$ cat src/rtl/seg7_pkg.sv
// Shared seven-segment constants: segment bit positions, blank pattern and
// the 16 value-to-pattern encodings (bits 6..0 = a..g).
package seg7_pkg;

  localparam int SEG_DP = 7;
  localparam int SEG_A  = 6;
  localparam int SEG_B  = 5;
  localparam int SEG_C  = 4;
  localparam int SEG_D  = 3;
  localparam int SEG_E  = 2;
  localparam int SEG_F  = 1;
  localparam int SEG_G  = 0;

  localparam logic [6:0] SEG_BLANK = 7'h00;

  localparam logic [6:0] SEG_0 = 7'h7E;
  localparam logic [6:0] SEG_1 = 7'h30;
  localparam logic [6:0] SEG_2 = 7'h6D;
  localparam logic [6:0] SEG_3 = 7'h79;
  localparam logic [6:0] SEG_4 = 7'h33;
  localparam logic [6:0] SEG_5 = 7'h5B;
  localparam logic [6:0] SEG_6 = 7'h5F;
  localparam logic [6:0] SEG_7 = 7'h70;
  localparam logic [6:0] SEG_8 = 7'h7F;
  localparam logic [6:0] SEG_9 = 7'h7B;
  localparam logic [6:0] SEG_HA = 7'h77;
  localparam logic [6:0] SEG_HB = 7'h1F;
  localparam logic [6:0] SEG_HC = 7'h4E;
  localparam logic [6:0] SEG_HD = 7'h3D;
  localparam logic [6:0] SEG_HE = 7'h4F;
  localparam logic [6:0] SEG_HF = 7'h47;

  // Index by digit value: SEG_PAT[v] is the pattern for v.
  localparam logic [15:0][6:0] SEG_PAT = {
    SEG_HF, SEG_HE, SEG_HD, SEG_HC, SEG_HB, SEG_HA, SEG_9, SEG_8,
    SEG_7,  SEG_6,  SEG_5,  SEG_4,  SEG_3,  SEG_2,  SEG_1, SEG_0
  };

endpackage

$ cat src/rtl/seg7_decode.sv
// 4-bit value to a..g pattern; values above 9 go dark unless hex decode is on.
module seg7_decode
  import seg7_pkg::*;
(
  input  logic [3:0] value,
  input  logic       hex_en,
  output logic [6:0] seg
);

  always_comb begin
    seg = SEG_PAT[value];
    if (!hex_en && value > 4'd9) seg = SEG_BLANK;
  end

endmodule

$ cat src/rtl/seg7_scan_mux.sv
// Multiplexed seven-segment scanner: prescaled digit slots with dead time,
// blank/blink/leading-zero masking, registered active-low enables and segments.
module seg7_scan_mux
  import seg7_pkg::*;
#(
  parameter int N_DIGITS     = 8,
  parameter int SCAN_DIV     = 1,
  parameter int DEAD_CYC     = 0,
  parameter int BLINK_FRAMES = 250,
  parameter int HEX_EN       = 0
) (
  input  logic                  clk,
  input  logic                  rst_n,
  input  logic [4*N_DIGITS-1:0] digits,
  input  logic [N_DIGITS-1:0]   dp,
  input  logic [N_DIGITS-1:0]   blank,
  input  logic [N_DIGITS-1:0]   blink,
  input  logic                  lz_en,
  output logic [N_DIGITS-1:0]   en,
  output logic [7:0]            disp
);

  localparam int IDX_W = (N_DIGITS > 1) ? $clog2(N_DIGITS) : 1;
  localparam int CYC_W = (SCAN_DIV > 1) ? $clog2(SCAN_DIV) : 1;
  localparam int FRM_W = (BLINK_FRAMES > 1) ? $clog2(BLINK_FRAMES) : 1;

  generate
    if (N_DIGITS < 1 || N_DIGITS > 16) begin : g_bad_ndig
      $error("seg7_scan_mux: N_DIGITS must be 1..16");
    end
    if (SCAN_DIV < 1) begin : g_bad_div
      $error("seg7_scan_mux: SCAN_DIV must be >= 1");
    end
    if (DEAD_CYC < 0 || DEAD_CYC > SCAN_DIV - 1) begin : g_bad_dead
      $error("seg7_scan_mux: DEAD_CYC must be 0..SCAN_DIV-1");
    end
    if (BLINK_FRAMES < 1) begin : g_bad_blink
      $error("seg7_scan_mux: BLINK_FRAMES must be >= 1");
    end
    if (HEX_EN != 0 && HEX_EN != 1) begin : g_bad_hex
      $error("seg7_scan_mux: HEX_EN must be 0 or 1");
    end
  endgenerate

  logic [CYC_W-1:0] cyc;
  logic [IDX_W-1:0] idx;
  logic [FRM_W-1:0] frm;
  logic             blink_ph;

  logic slot_end, last_idx, frm_end;
  assign slot_end = (cyc == CYC_W'(SCAN_DIV - 1));
  assign last_idx = (idx == IDX_W'(N_DIGITS - 1));
  assign frm_end  = (frm == FRM_W'(BLINK_FRAMES - 1));

  logic [N_DIGITS-1:0][3:0] val;
  assign val = digits;

  // tail[i]: every digit from i upward is a zero with no decimal point.
  logic [N_DIGITS-1:0] zero, tail;
  always_comb begin
    for (int i = 0; i < N_DIGITS; i++) zero[i] = (val[i] == 4'd0) && !dp[i];
    for (int i = 0; i < N_DIGITS; i++)
      tail[i] = ((zero >> i) == ({N_DIGITS{1'b1}} >> i));
  end

  logic dead;
  generate
    if (DEAD_CYC > 0) begin : g_dead
      assign dead = (cyc < CYC_W'(DEAD_CYC));
    end else begin : g_nodead
      assign dead = 1'b0;
    end
  endgenerate

  logic [6:0] seg;
  seg7_decode u_dec (
    .value  (val[idx]),
    .hex_en (HEX_EN != 0),
    .seg    (seg)
  );

  logic dark;
  assign dark = blank[idx]
              | (blink[idx] & blink_ph)
              | (lz_en & (idx != '0) & tail[idx]);

  logic [N_DIGITS-1:0] en_d;
  logic [7:0]          disp_d;
  always_comb begin
    en_d   = '1;
    disp_d = 8'h00;
    if (!dead) begin
      en_d[idx] = 1'b0;
      if (!dark) begin
        disp_d[6:0]    = seg;
        disp_d[SEG_DP] = dp[idx];
      end
    end
  end

  // Enables and segments share one register edge so neighbours never bleed.
  always_ff @(posedge clk or negedge rst_n) begin
    if (!rst_n) begin
      cyc      <= '0;
      idx      <= '0;
      frm      <= '0;
      blink_ph <= 1'b0;
      en       <= '1;
      disp     <= 8'h00;
    end else begin
      en   <= en_d;
      disp <= disp_d;
      if (slot_end) begin
        cyc <= '0;
        if (last_idx) begin
          idx <= '0;
          if (frm_end) begin
            frm      <= '0;
            blink_ph <= ~blink_ph;
          end else begin
            frm <= frm + 1'b1;
          end
        end else begin
          idx <= idx + 1'b1;
        end
      end else begin
        cyc <= cyc + 1'b1;
      end
    end
  end

endmodule

$ cat config.mk
export PLATFORM = sky130hd
export DESIGN_NAME = seg7_scan_mux
export DESIGN_NICKNAME = d
export VERILOG_FILES = /design/src/rtl/seg7_pkg.sv /design/src/rtl/seg7_decode.sv /design/src/rtl/seg7_scan_mux.sv
export SDC_FILE = /design/constraint.sdc
export NUM_CORES = 1
export LEC_CHECK = 0
export ABC_AREA = 1
export ABC_CLOCK_PERIOD_IN_PS = 2000
export BUFFER_PORTS_ARGS = -buffer_cell sky130_fd_sc_hd__buf_2
export CORE_ASPECT_RATIO = 0.9
export CORE_MARGIN = 2
export CORE_UTILIZATION = 45
export DETAILED_ROUTE_END_ITERATION = 7
export GPL_ROUTABILITY_DRIVEN = 0
export PLACE_DENSITY = 0.8
export SYNTH_ARGS = -nofsm -noshare
export SYNTH_HDL_FRONTEND = slang
export SYNTH_SLANG_ARGS = --single-unit
$ cat constraint.sdc
create_clock -name clk -period 2 [get_ports clk]
set_clock_uncertainty 0.15 [all_clocks]
set_input_delay 0.4 -clock clk [delete_from_list [all_inputs] [get_ports clk]]
set_output_delay 0.4 -clock clk [all_outputs]
set_load 0.005 [all_outputs]
Yosys cells after proc, flatten, opt, wreduce, memory -nomap -nowiden
Memories as Yosys holds them, arrays and structs flattened.
Index checks and enable logic that the tools add are counted.
{ "word_totals": {"register_bits": 29, "mem_bits_ro": 112, "output_inout_bits": 16, "input_bits": 59, "mem_count": 1, "word_cells": 77} }
{ "mem_list": {"columns": ["memory", "depth", "width", "read_ports", "rd_clocked_by_memory_dff", "wr", "line", "text"], "rows": [
  ["(name not given)", 16, 7, 1, 0, 0, "seg7_decode.sv:11", "seg = SEG_PAT[value];"]
]} }
{ "op_classes": {"reduce_logical": 28, "bitwise_logic": 8, "addsub": 3, "n_lt_le_gt_ge": 4, "muxes": 18, "eq_ne": 9} }
{ "op_table": {"columns": ["cell", "count"], "rows": [
  ["logical NOT 4 bit", 8],
  ["equality test 8 bit (second input constant)", 2],
  ["two-way mux 8 bit", 2],
  ["two-way mux 7 bit", 2],
  ["binary-select mux 1 bit (select 3 bit)", 4],
  ["binary-select mux 4 bit (select 3 bit)", 1],
  ["logical AND 1 bit", 9],
  ["adder 8 x 1 -> 8 bit (second input constant)", 1],
  ["logical NOT 1 bit", 8],
  ["NOT 8 bit", 1],
  ["equality test 7 bit (second input constant)", 1],
  ["equality test 3 bit (second input constant)", 2],
  ["equality test 6 bit (second input constant)", 1],
  ["two-way mux 1 bit", 6],
  ["equality test 5 bit (second input constant)", 1],
  ["< comparator 4 x 5 -> 1 bit (second input constant)", 1],
  ["equality test 4 bit (second input constant)", 1],
  ["> comparator 4 bit (second input constant)", 1],
  ["< comparator 3 x 4 -> 1 bit (second input constant)", 1],
  ["two-way mux 4 bit", 1],
  ["adder 3 x 1 -> 3 bit (second input constant)", 1],
  ["AND 1 bit", 3],
  ["demux 1 bit (select 3 bit)", 1],
  [">= comparator 3 x 1 -> 1 bit (second input constant)", 1],
  ["other kinds (8)", 10]
]} }

Logic depth before layout (Yosys ltp)
Gate-level depths: netlist (run 1).
{ "depth": {"ltp_word": 8, "mapped_depth": 17, "mapped_depth_nobuf": 15} }

Modules after synthesis
A second synthesis (run 1) with hierarchy kept.
{ "hier_totals": {"hier_cells": 323, "area_unflattened_um2": 2130.8} }
{ "by_module_without_submodules": {"columns": ["module", "area_each_um2", "instances", "cells_per_inst"], "rows": [
  ["seg7_scan_mux", 1823.0, 1, 262],
  ["seg7_decode", 307.8, 1, 61]
]} }

Worst setup path after synthesis (run 1)
No wires, ideal clock.
{ "synth_timing": {"path_type": "flip-flop to flip-flop", "start": "register idx[0]", "end": "register disp[6]", "n_path_buf": 2, "synth_period_minus_slack_ns": 1.941, "setup_slack_ns": 0.059, "t_required_ns": 1.779, "t_arrival_ns": 1.719, "setup_ns": 0.071, "stages_incl_launch_ff": 17, "cell_sequence": "dfrtp_1 inv_2 buf_6 buf_8 nand2_2 nand3_1 nand3_2 nor2_4 inv_1 ha_1 inv_1 nand3_1 nand2_1 nand2_1 nand2_1 nand2_1 nor2_1"} }
{ "synth_via": {"elab_chain_len": 6, "word_cells_on_any_way": 19} }
{ "synth_rtl": {"columns": ["item", "line", "text"], "rows": [
  ["from (decl)", "seg7_scan_mux.sv:46", "logic [IDX_W-1:0] idx;"],
  ["from (signal assigned)", "seg7_scan_mux.sv:124", "idx <= idx + 1'b1;"],
  ["binary-select mux 4 bit (select 3 bit) / binary-select mux 1 bit (select 3 bit) (equally long branches)", "seg7_scan_mux.sv:77, seg7_scan_mux.sv:84", null],
  ["two-way mux 4 bit (implied by the code) / two-way mux 1 bit (equally long branches)", "seg7_scan_mux.sv:77, seg7_scan_mux.sv:84", null],
  ["memory read (16 x 7 bit) / AND 1 bit (equally long branches)", null, null],
  ["two-way mux 7 bit (implied by the code) / OR 1 bit (equally long branches)", "seg7_decode.sv:11, seg7_scan_mux.sv:84", null],
  ["two-way mux 7 bit / OR 1 bit (equally long branches)", "seg7_decode.sv:12, seg7_scan_mux.sv:85", null],
  ["two-way mux 8 bit (*)", "seg7_scan_mux.sv:94", "if (!dark) begin"],
  ["net disp_d[6]", "seg7_scan_mux.sv:88", "logic [7:0] disp_d;"],
  ["to (signal assigned)", "seg7_scan_mux.sv:112", "disp <= disp_d;"],
  ["to (decl)", "seg7_scan_mux.sv:20", "output logic [7:0] disp"]
]} }
The timed path passes the listed nets; every way through them passes the cells marked *. The select of a mux whose other input is x is not followed.
A chain may end at the register's enable or synchronous reset.

Worst setup path after layout (run 1)
{ "layout_timing": {"start": "register idx[1]", "end": "register disp[7]"} }
{ "layout_via": {"elab_chain_len": 6, "word_cells_on_any_way": 15} }
{ "layout_rtl": {"columns": ["item", "line", "text"], "rows": [
  ["binary-select mux 1 bit (select 3 bit)", "seg7_scan_mux.sv:84", "| (blink[idx] & blink_ph)"],
  ["two-way mux 1 bit (implied by the code)", "seg7_scan_mux.sv:84", null],
  ["AND 1 bit", "seg7_scan_mux.sv:84", null],
  ["OR 1 bit", "seg7_scan_mux.sv:84", null],
  ["OR 1 bit", "seg7_scan_mux.sv:85", "| (lz_en & (idx != '0) & tail[idx]);"],
  ["two-way mux 8 bit (*)", "seg7_scan_mux.sv:94", null],
  ["net disp_d[7]", "seg7_scan_mux.sv:88", null]
]} }
Marked as above.

==> results of run 1 <==
critical path, cell delays in order, from the launching register on:
cell       delay [ns]
dfrtp_2          0.47
buf_6            0.14
nand2_1          0.06
inv_2            0.04
buf_4            0.14
nand2_1          0.12
nor2_1           0.08
nor3_1           0.36
o2111ai_1        0.22
nor2_1           0.16
cell families (layout without fill, tap and decap cells):
logic type | after synthesis | in the layout | synth area share [%]
AO/OA/AOI/OAI | 25 | 25 | 6.13
flip-flops | 28 | 28 | 31.7
XOR/XNOR | 2 | 2 | 0.781
adder cells (fa/ha/maj) | 10 | 10 | 5.57
buffers and inverters | 46 | 145 | 10.8
AND/OR/NAND/NOR | 225 | 225 | 45.0
stage by stage:
step	TNS [ns]	power [mW]
floorplan	0	0.690
global placement	0	0.800
detailed placement	-0.0254	0.803
CTS	0	1.10
global route	-1.08	1.17
finish	-0.0341	1.12
path summary, 6_finish.rpt:
kind	from	end
worst max-delay path	idx[1]$_DFF_PN0_	disp[7]$_DFF_PN0_
worst min-delay path	blink_ph$_DFFE_PN0P_	blink_ph$_DFFE_PN0P_
worst max register to register	idx[1]$_DFF_PN0_	disp[7]$_DFF_PN0_
worst min register to register	blink_ph$_DFFE_PN0P_	blink_ph$_DFFE_PN0P_
max in group asynchronous	rst_n	idx[1]$_DFF_PN0_
min in group asynchronous	rst_n	frm[3]$_DFFE_PN0P_
report_power, final:
part	internal [mW]	switching [mW]	total, mW	leakage (nW)
Clock	0.135	0.161	0.296	0.0216
Combinational	0.109	0.134	0.244	1.27
Sequential	0.577	0.00211	0.579	0.340
Total	0.821	0.298	1.12	1.63
synthesized netlist by cell type (all sizes together):
cell type	instances
nand3b	2
a21oi	11
o22ai	3
xnor2	1
a21boi	1
dfrtp	20
buf	11
xor2	1
nor4	1
nand4	5
nor2	54
nor3	6
nand2	124
clkinv	1
a211oi	1
o2111ai	1
inv	34
or2	1
o21ai	8
nand3	32
ha	10
dfstp	8
sequential cells by signal, indices dropped and copies added, names as in the netlist:
name / flops
blink_ph: 1
disp: 8
en: 8
frm: 8
idx: 3
layer usage:
metal	part of all wire, %	global-route usage (%)	wire (um)
met3	6.3	1.28	402
met4	3.0	6.63	194
met1	43	29.1	2750
met2	48	36.7	3050
met5	0	0	0
repair_timing:
item / 4_1_cts / 5_1_grt
hold buffers: 1 / 0
resized for setup: 3 / 40
setup endpoints to repair: 5 / 11
setup buffers: 1 / 6
endpoints found under the hold margin: 20 / 0
pin swaps: 1 / 13
cloned: 0 / 1
layout make-up:
cell class	count	share of cell area (%)
clock buffers	3	1.36
inverters	35	4.40
multi-input cells	262	46.4
flip-flops and latches	28	23.4
well taps	65	2.67
repair buffers	107	21.8
==> metrics.md, run 1 <==
| Metric | Value |
|---|---|
| Layout cells sized above 1 | `around two fifths` |
| Initial DRC count | `between 100 and 150` |
| Final Hold Fails | `0` |
| Max-slew headroom | `between 60 and 70%` |
| CTS tree | `built` |
| CP required | `slightly above 2 ns` |
| Post-Synthesis Cell Area | `between 2000 and 2500 um2` |
| Post-synthesis net count | `around 400` |
| CTS max path bufs | `2` |
| Slew @ Worst Pin | `~0.6 ns` |
| Worst R2R Setup Slack | `-0.03 ns` |
| Wire per inst | `around 13 um` |
| Crit. End Element | `register` |
| Post-Layout Cell Count | `500` |
| Status | `finished with violations` |
| First-pass GRT wire length | `roughly 9.6 mm` |
| Final-layout fill cell count | `between 400 and 500` |
| Multi-input gate area | `1410 um2` |
| Largest net degree at the start of global routing | `29` |
| Flip-flop and latch area | `712 um2` |
| Post-synth top area share | `roughly 22%` |
| NumNets Final | `about 500` |
| Final worst slack | `-0.0323 ns` |
| Die width | `about 78 um` |
| Initial antenna violation count | `0` |
| Worst hold stages | `1` |
| Synth Register Bits | `28` |
| Initial Utilization | `about 46%` |
| Max-cap viol count | `0` |
| Max FO, Critical Path | `6` |
| Core Footprint | `between 4000 and 5000 um2` |
| Synth top area cells | `dfrtp_1, nand2_1, dfstp_2` |
| Most frequent cells in the layout | `nand2_1, buf_2, nor2_1` |
| R2R cell count | `9` |
| Die area | `5570 um2` |
| Number of distinct library cells after synthesis | `33` |
| RSZ-0062 raised after global routing | `yes` |
| Crit path time final | `about 2 ns` |
| DR vias/cell | `approximately 4.9` |
| DRT antenna net count | `0` |
| Cell Pwr Density | `367 nW/um2` |
| Post-Syn Instances | `about 340` |
| Hold Crit Class | `reg -> reg` |
| Pins Over Slew Limit | `0` |
| Antenna diodes | `0` |
| Peak Freq | `~490 MHz` |
| Final setup fails | `2` |
| Placed wire-length estimate | `about 4.7 mm` |
| Yosys warnings | `0` |
| Placed cell count | `slightly below 500` |
| CTS Sinks | `28` |
| Routed via count | `~2.5k` |
| Post-route cell area | `roughly 3000 um2` |
| Max IR drop VDD | `between 0.0002 and 0.00025 V` |
| Clk slew on worst S/H paths | `approximately 0.09 ns` |
| CTS root buf | `clkbuf_8` |
| IO buf count | `between 70 and 80` |
| Min Hold Slack | `0.365 ns` |
| Place WS | `-0.00968 ns` |
| Total track usage | `a little over a fifth` |
| Avg Cell Area, Syn | `6.68 um2` |
| FP Rows | `24` |
| Inserted Clock Buffers | `3` |
| Worst setup path class | `reg -> reg` |
| Sequential area share after synthesis | `31.7%` |
| Skew-Pair Late Insertion Delay | `approximately 0.27 ns` |
| Number of global-route vias before repair | `2185` |
| DRT Pass-1 Iters | `4` |
| Period utilization | `102%` |
| WL final | `approximately 6.4 mm` |
| Utilization after layout | `about 63%` |
| H-Tree Depth | `1` |
| Die H | `slightly above 70 um` |
| Kind of start point of the critical path | `register` |
| Global route overflow | `0` |
| Area leader, netlist | `dfrtp_1` |
| Leak | `roughly 1.6 nW` |
| Placed cell area | `between 2000 and 3000 um2` |
| IO Pins | `75` |
| Failing checks | `negative setup slack` |
| Commonest non-fill, non-tap cell in the layout | `nand2_1` |
| Remaining DRCs | `0` |
| Worst Path Arrival | `between 2 and 2.5 ns` |
| Syn-to-layout area delta | `35.7%` |
(Power assumes the default switching activity.)
==> inputs of run 2 (changes only) <==
BUFFER_PORTS_ARGS = default   (was -buffer_cell sky130_fd_sc_hd__buf_2)
DONT_BUFFER_PORTS = 1   (was default)
PLACE_DENSITY = 0.67   (was 0.8)
==> run 2 against run 1 <==
Effect of this change:
- non-clock buffer count is 73 lower
- worst hold slack got worse by 0.088 ns
- utilization shrank 8.3 points
- combinational power shrank 34%
- the flow still finishes with violations (negative setup slack)
- worst setup slack about the same
- largest cell class unchanged
- routed wire length fell by 6.0%
- die area unchanged
- total power fell by 5.8%
==> metrics.md, run 2 (synthesized netlist as in run 1, its figures left out) <==
| Metric | Value |
|---|---|
| Status | `finished with violations` |
| Failing checks | `negative setup slack` |
| WP buf/inv | `3` |
| Min Hold Slack | `between 0.2 and 0.3 ns` |
| Remaining DRCs | `0` |
| Max-slew headroom | `between 80% and 90%` |
| Skew-Pair Late Insertion Delay | `0.27 ns` |
| Max FO, Critical Path | `5` |
| Kind of start point of the critical path | `register` |
| Total power | `1.05 mW` |
| Peak Freq | `roughly 500 MHz` |
| H-Tree Depth | `1` |
| CTS root buf | `clkbuf_8` |
| CP required | `approximately 2.1 ns` |
| Initial Utilization | `46.4%` |
| Worst Path Arrival | `roughly 2.1 ns` |
| Worst R2R Setup Slack | `-0.03 ns` |
| CP Cell Sequence | `buf_4, nand3_4, inv_2, nand2_1, nand3_2, nor2_4, inv_2, ha_1, nand3b_1, nand3_1, nand3_1, nor2_1` |
| Layout cells sized above 1 | `between 20 and 25%` |
| Wire per inst | `around 14 um` |
| Final worst slack | `-0.0328 ns` |
| R2R Path Start | `idx[1]$_DFF_PN0_` |
| Capture point of the worst path | `disp[3]$_DFF_PN0_` |
| Critical Path Stages | `12` |
| First-pass GRT wire length | `approximately 9.7 mm` |
| Post-Layout Cell Count | `about 430` |
| Utilization after layout | `54.7%` |
| Setup_tns | `-0.0466 ns` |
| Die width | `78.4 um` |
| Biggest regs | `disp x8, en x8, frm x8` |
| Clk slew on worst S/H paths | `about 0.090 ns` |
| Crit path time final | `around 2.0 ns` |
| Final setup fails | `2` |
| Crit path max-delay family | `simple AND/OR/NAND/NOR gates` |
| CP peak stage delay | `0.45 ns` |
| Placed wire-length estimate | `4.60 mm` |
| DRT antenna net count | `0` |
| Place WS | `roughly 0.0024 ns` |
| Crit. End Element | `register` |
| Cell Pwr Density | `between 300 and 400 nW/um2` |
| Worst R2R End | `disp[3]$_DFF_PN0_` |
| CTS Sinks | `28` |
| Slew @ Worst Pin | `~0.26 ns` |
| DRT Pass-1 Iters | `4` |
| Hold Crit Class | `in -> reg` |
| R2R cell count | `12` |
| CTS max path bufs | `2` |
| Leak | `approximately 1.3 nW` |
| Initial DRC count | `169` |
| Final Hold Fails | `0` |
| Highest-delay cell along the critical path | `dfrtp_2` |
| Routed via count | `2193` |
| Placed cell area | `between 2000 and 2500 um2` |
| CTS tree | `built` |
| Core Footprint | `4830 um2` |
| Post-route cell area | `approximately 2600 um2` |
| NumNets Final | `between 400 and 500` |
| Period utilization | `102%` |
| Max-cap viol count | `0` |
| Die H | `a little over 70 um` |
| Global route overflow | `0` |
| WL final | `around 6.0 mm` |
| Worst setup path startpoint | `idx[1]$_DFF_PN0_` |
| Antenna diodes | `0` |
| FP Rows | `24` |
| RSZ-0062 raised after global routing | `yes` |
| Commonest non-fill, non-tap cell in the layout | `nand2_1` |
| Worst setup path class | `reg -> reg` |
| Initial antenna violation count | `0` |
| Die area | `5570 um2` |
| Final-layout fill cell count | `around 470` |
| Syn-to-layout area delta | `17.9%` |
| Most frequent cells in the layout | `nand2_1, nor2_1, buf_4` |
| DR vias/cell | `roughly 5.1` |
| IO Pins | `between 70 and 80` |
| Total track usage | `21.7%` |
| Number of global-route vias before repair | `between 2k and 2.5k` |
| Placed cell count | `roughly 420` |
| Largest net degree at the start of global routing | `29` |
| IO buf count | `0` |
| Max IR drop VDD | `0.000267 V` |
| Pins Over Slew Limit | `0` |
| Inserted Clock Buffers | `3` |
run 2: worst min-delay path by stage:
stage                           endpoint  depth (start not counted)  slack (ns)  startpoint
detailed placement    frm[3]$_DFFE_PN0P_                          0       -0.04       rst_n
global route           disp[7]$_DFF_PN0_                          2        0.26       dp[1]
floorplan           blink_ph$_DFFE_PN0P_                          0       -0.05       rst_n
finish                 disp[7]$_DFF_PN0_                          2        0.28       dp[1]
CTS                    disp[7]$_DFF_PN0_                          2        0.27       dp[1]
global placement      frm[4]$_DFFE_PN0P_                          0       -0.04       rst_n
run 2: routing by layer:
metal  share of wire [%]  vias up  GRT usage [%]  routed length, um
met5                   0        -              0                  0
met4                 1.2        0           6.04                 71
met3                 5.9        6           4.97                352
met2                  51       67           37.0               3040
met1                  42     1006           27.9               2540
li1                    -     1114              -                  -
run 2: area by class of cell:
class | count | area [um2] | area share [%]
sequential | 28 | 713 | 27.0
multi-input combinational | 262 | 1390 | 52.4
tap | 65 | 81.3 | 3.07
clock buffer | 4 | 45.0 | 1.70
timing repair buffer | 34 | 289 | 10.9
inverter | 35 | 131 | 4.96
run 2: timing repair:
action | CTS | global route
endpoints found under the hold margin | 28 | 0
endpoints found under the setup margin | 5 | 10
hold buffers | 2 | 0
buffers inserted | 1 | 6
resized for setup | 6 | 25
pin swaps | 2 | 15
run 2: power breakdown:
group	switching, mW	leakage (nW)	internal [mW]	total, mW
registers	0.00634	0.338	0.578	0.584
logic	0.0967	0.982	0.0643	0.161
clock network	0.167	0.0228	0.143	0.309
==> inputs of run 3 (changes only) <==
ABC_AREA = default   (was 1)
==> run 3 against run 2 <==
Effect of this change:
- the run still ends with negative setup slack left
- critical path depth down 2
- die area down 11%
- synthesized area down 11%
- final area down 0.90%
- worst hold slack better by 0.050 ns
- worst setup slack worse by 0.36 ns
- combinational power up 6%
- highest routed layer unchanged
==> metrics.md, run 3 <==
| Metric | Value |
|---|---|
| RSZ-0062 raised after global routing | `yes` |
| Initial DRC count | `117` |
| Max-cap viol count | `0` |
| Die H | `roughly 67 um` |
| Antenna diodes | `0` |
| FP Rows | `22` |
| NumNets Final | `a little over 300` |
| Commonest non-fill, non-tap cell in the layout | `buf_4` |
| Placed cell count | `287` |
| Number of global-route vias before repair | `~2k` |
| CP Cell Sequence | `buf_6, mux2_4, a2bb2oi_4, o221ai_4, inv_2, ha_4, nor2_1, o21ai_1, nand3_2, nor3_2` |
| Period utilization | `120%` |
| Initial Utilization | `between 40% and 50%` |
| Worst hold stages | `1` |
| Post-route cell area | `2620 um2` |
| CTS tree | `built` |
| Placed wire-length estimate | `roughly 4.3 mm` |
| Async set-reset flop share out of synthesis | `100%` |
| Cell with the most instances after synthesis | `dfrtp_1` |
| Place WS | `-0.471 ns` |
| Syn-to-layout area delta | `31.9%` |
| CP required | `between 2 and 2.5 ns` |
| CTS Sinks | `28` |
| Pins Over Slew Limit | `0` |
| Most frequent cells in the layout | `buf_4, nand2_1, dfrtp_1` |
| Number of distinct library cells after synthesis | `53` |
| Largest net degree at the start of global routing | `29` |
| Sequential area share after synthesis | `between 30% and 40%` |
| Status | `finished with violations` |
| R2R Path Start | `idx[2]$_DFF_PN0_` |
| H-Tree Depth | `1` |
| Post-Layout Cell Count | `300` |
| Post-synthesis net count | `roughly 280` |
| R2R cell count | `10` |
| Peak Freq | `between 400 and 500 MHz` |
| Post-Syn Instances | `206` |
| Post-synth EDFFs | `0` |
| Worst Path Arrival | `2.45 ns` |
| Initial antenna violation count | `0` |
| CP peak stage delay | `between 0.4 and 0.5 ns` |
| Final setup fails | `8` |
| Avg Cell Area, Syn | `about 9.7 um2` |
| Cell Pwr Density | `about 460 nW/um2` |
| Primary FF master, synth | `dfrtp_1` |
| Core Footprint | `just over 4000 um2` |
| Crit path time final | `between 2 and 2.5 ns` |
| Inserted Clock Buffers | `3` |
| Highest-delay cell along the critical path | `dfrtp_2` |
| Kind of start point of the critical path | `register` |
| Synth top area cells | `dfrtp_1, dfstp_2, mux4_2` |
| Routed via count | `approximately 1.8k` |
| Die width | `around 74 um` |
| Setup_tns | `-2.56 ns` |
| IO buf count | `0` |
| DRT Pass-1 Iters | `4` |
| First-pass GRT wire length | `8.94 mm` |
| CTS root buf | `clkbuf_8` |
| Global route overflow | `0` |
| Remaining DRCs | `0` |
| Hold Crit Class | `reg -> reg` |
| Failing checks | `negative setup slack` |
| Worst R2R End | `disp[3]$_DFF_PN0_` |
| Hold Path End | `blink_ph$_DFFE_PN0P_` |
| Max FO, Critical Path | `6` |
| Biggest regs | `disp x8, en x8, frm x8` |
| Total track usage | `roughly a quarter` |
| DRT antenna net count | `0` |
| Max-slew headroom | `~75%` |
| Leak | `approximately 1.1 nW` |
| Slew @ Worst Pin | `between 0.3 and 0.4 ns` |
| Min Hold Slack | `around 0.33 ns` |
| Area leader, netlist | `dfrtp_1` |
| Synth Register Bits | `28` |
| Wire per inst | `between 15 and 20 um` |
| Yosys warnings | `0` |
| Post-Synthesis Cell Area | `~2000 um2` |
| Final worst slack | `-0.393 ns` |
| WL final | `approximately 6 mm` |
| Final Hold Fails | `0` |
| Commonest cells post-synth | `dfrtp_1, nand2_1, nor2_1, ha_1` |
| Clk slew on worst S/H paths | `~0.10 ns` |
| DR vias/cell | `around 6.1` |
| Layout cells sized above 1 | `43.3%` |
| Post-synth top area share | `about a quarter` |
| CTS max path bufs | `2` |
| Placed cell area | `2280 um2` |
| Crit. End Element | `register` |
| Hold Path Origin | `blink_ph$_DFFE_PN0P_` |
| Skew-Pair Late Insertion Delay | `roughly 0.28 ns` |
| Worst R2R Setup Slack | `-0.39 ns` |
| Die area | `4970 um2` |
| Max IR drop VDD | `0.000249 V` |
| Worst setup path class | `reg -> reg` |
| IO Pins | `75` |
-- run 3: cell types whose count changed in the layout (fill, tap and decap cells not counted), sizes merged, moves of 6 or more --
| cell | change |
|---|---|
| buf | +8 |
| inv | -29 |
| mux2 | +9 |
| mux2i | +6 |
| mux4 | +6 |
| nand2 | -105 |
| nand3 | -27 |
| nor2 | -37 |
| or4 | +8 |
-- run 3: what timing repair did --
action,CTS,global route
pin swaps,6,13
endpoints found under the hold margin,28,0
setup endpoints to repair,8,9
buffers inserted,6,3
hold buffers,2,0
resized for setup,16,26
-- run 3: area by class of cell --
cell class	instances	area, um2
fill	330	1530
multi-input combinational	160	1380
sequential	28	713
timing repair buffer	42	353
tap	60	75.1
clock buffer	3	41.3
clock inverter	1	30.0
inverter	6	27.5
-- run 3: per-stage QoR --
step	utilization (%)	total power [mW]
3_5_place_dp	54.9	0.704
5_1_grt	63.1	1.25
2_1_floorplan	-	0.676
3_3_place_gp	54.9	0.699
4_1_cts	59.8	1.18
6_report	63.1	1.20
-- run 3: cells by family (layout without fill, tap and decap cells) --
| logic type | Yosys count | count (layout) | share of synthesized area [%] |
|---|---|---|---|
| simple gates | 78 | 78 | 20.3 |
| compound gates | 46 | 46 | 15.8 |
| flops | 28 | 28 | 35.7 |
| mux | 21 | 21 | 15.3 |
| buf+inv | 18 | 52 | 4.41 |
| fa+ha+maj | 10 | 10 | 6.29 |
| xor+xnor | 5 | 5 | 2.20 |
-- run 3: worst max-delay path by stage --
stage                     slack, ns                 to        startpoint
after global placement        -0.31  disp[5]$_DFF_PN0_  idx[0]$_DFF_PN0_
after detailed placement      -0.47  disp[6]$_DFF_PN0_  idx[0]$_DFF_PN0_
final                         -0.39  disp[3]$_DFF_PN0_  idx[2]$_DFF_PN0_
after global routing          -0.51  disp[1]$_DFF_PN0_  idx[2]$_DFF_PN0_
after floorplan               -0.19  disp[6]$_DFF_PN0_  idx[2]$_DFF_PN0_
after CTS                     -0.29  disp[6]$_DFF_PN0_  idx[2]$_DFF_PN0_
-- run 3: worst max-delay path, delay by kind of cell (launching register included) --
kind / cells / cell delay (ns)
buffers and inverters: 2 / 0.27
AO/OA/AOI/OAI: 3 / 0.52
adder cells (fa/ha/maj): 1 / 0.16
flip-flops: 1 / 0.48
multiplexers: 1 / 0.30
AND/OR/NAND/NOR: 3 / 0.44
-- run 3: where the power goes --
group          internal [mW]  switching (mW)
Sequential             0.577         0.00571
Clock                  0.268           0.182
Combinational         0.0859          0.0846
Total                  0.932           0.272
-- run 3: layer usage --
layer	wire length [um]	global-route usage (%)	part of all wire [%]	vias up
met2	2900	40.3	49	96
met1	2400	29.6	41	871
li1	-	-	-	839
met3	417	4.54	7.1	14
met5	0	0	0	-
met4	199	12.5	3.4	0
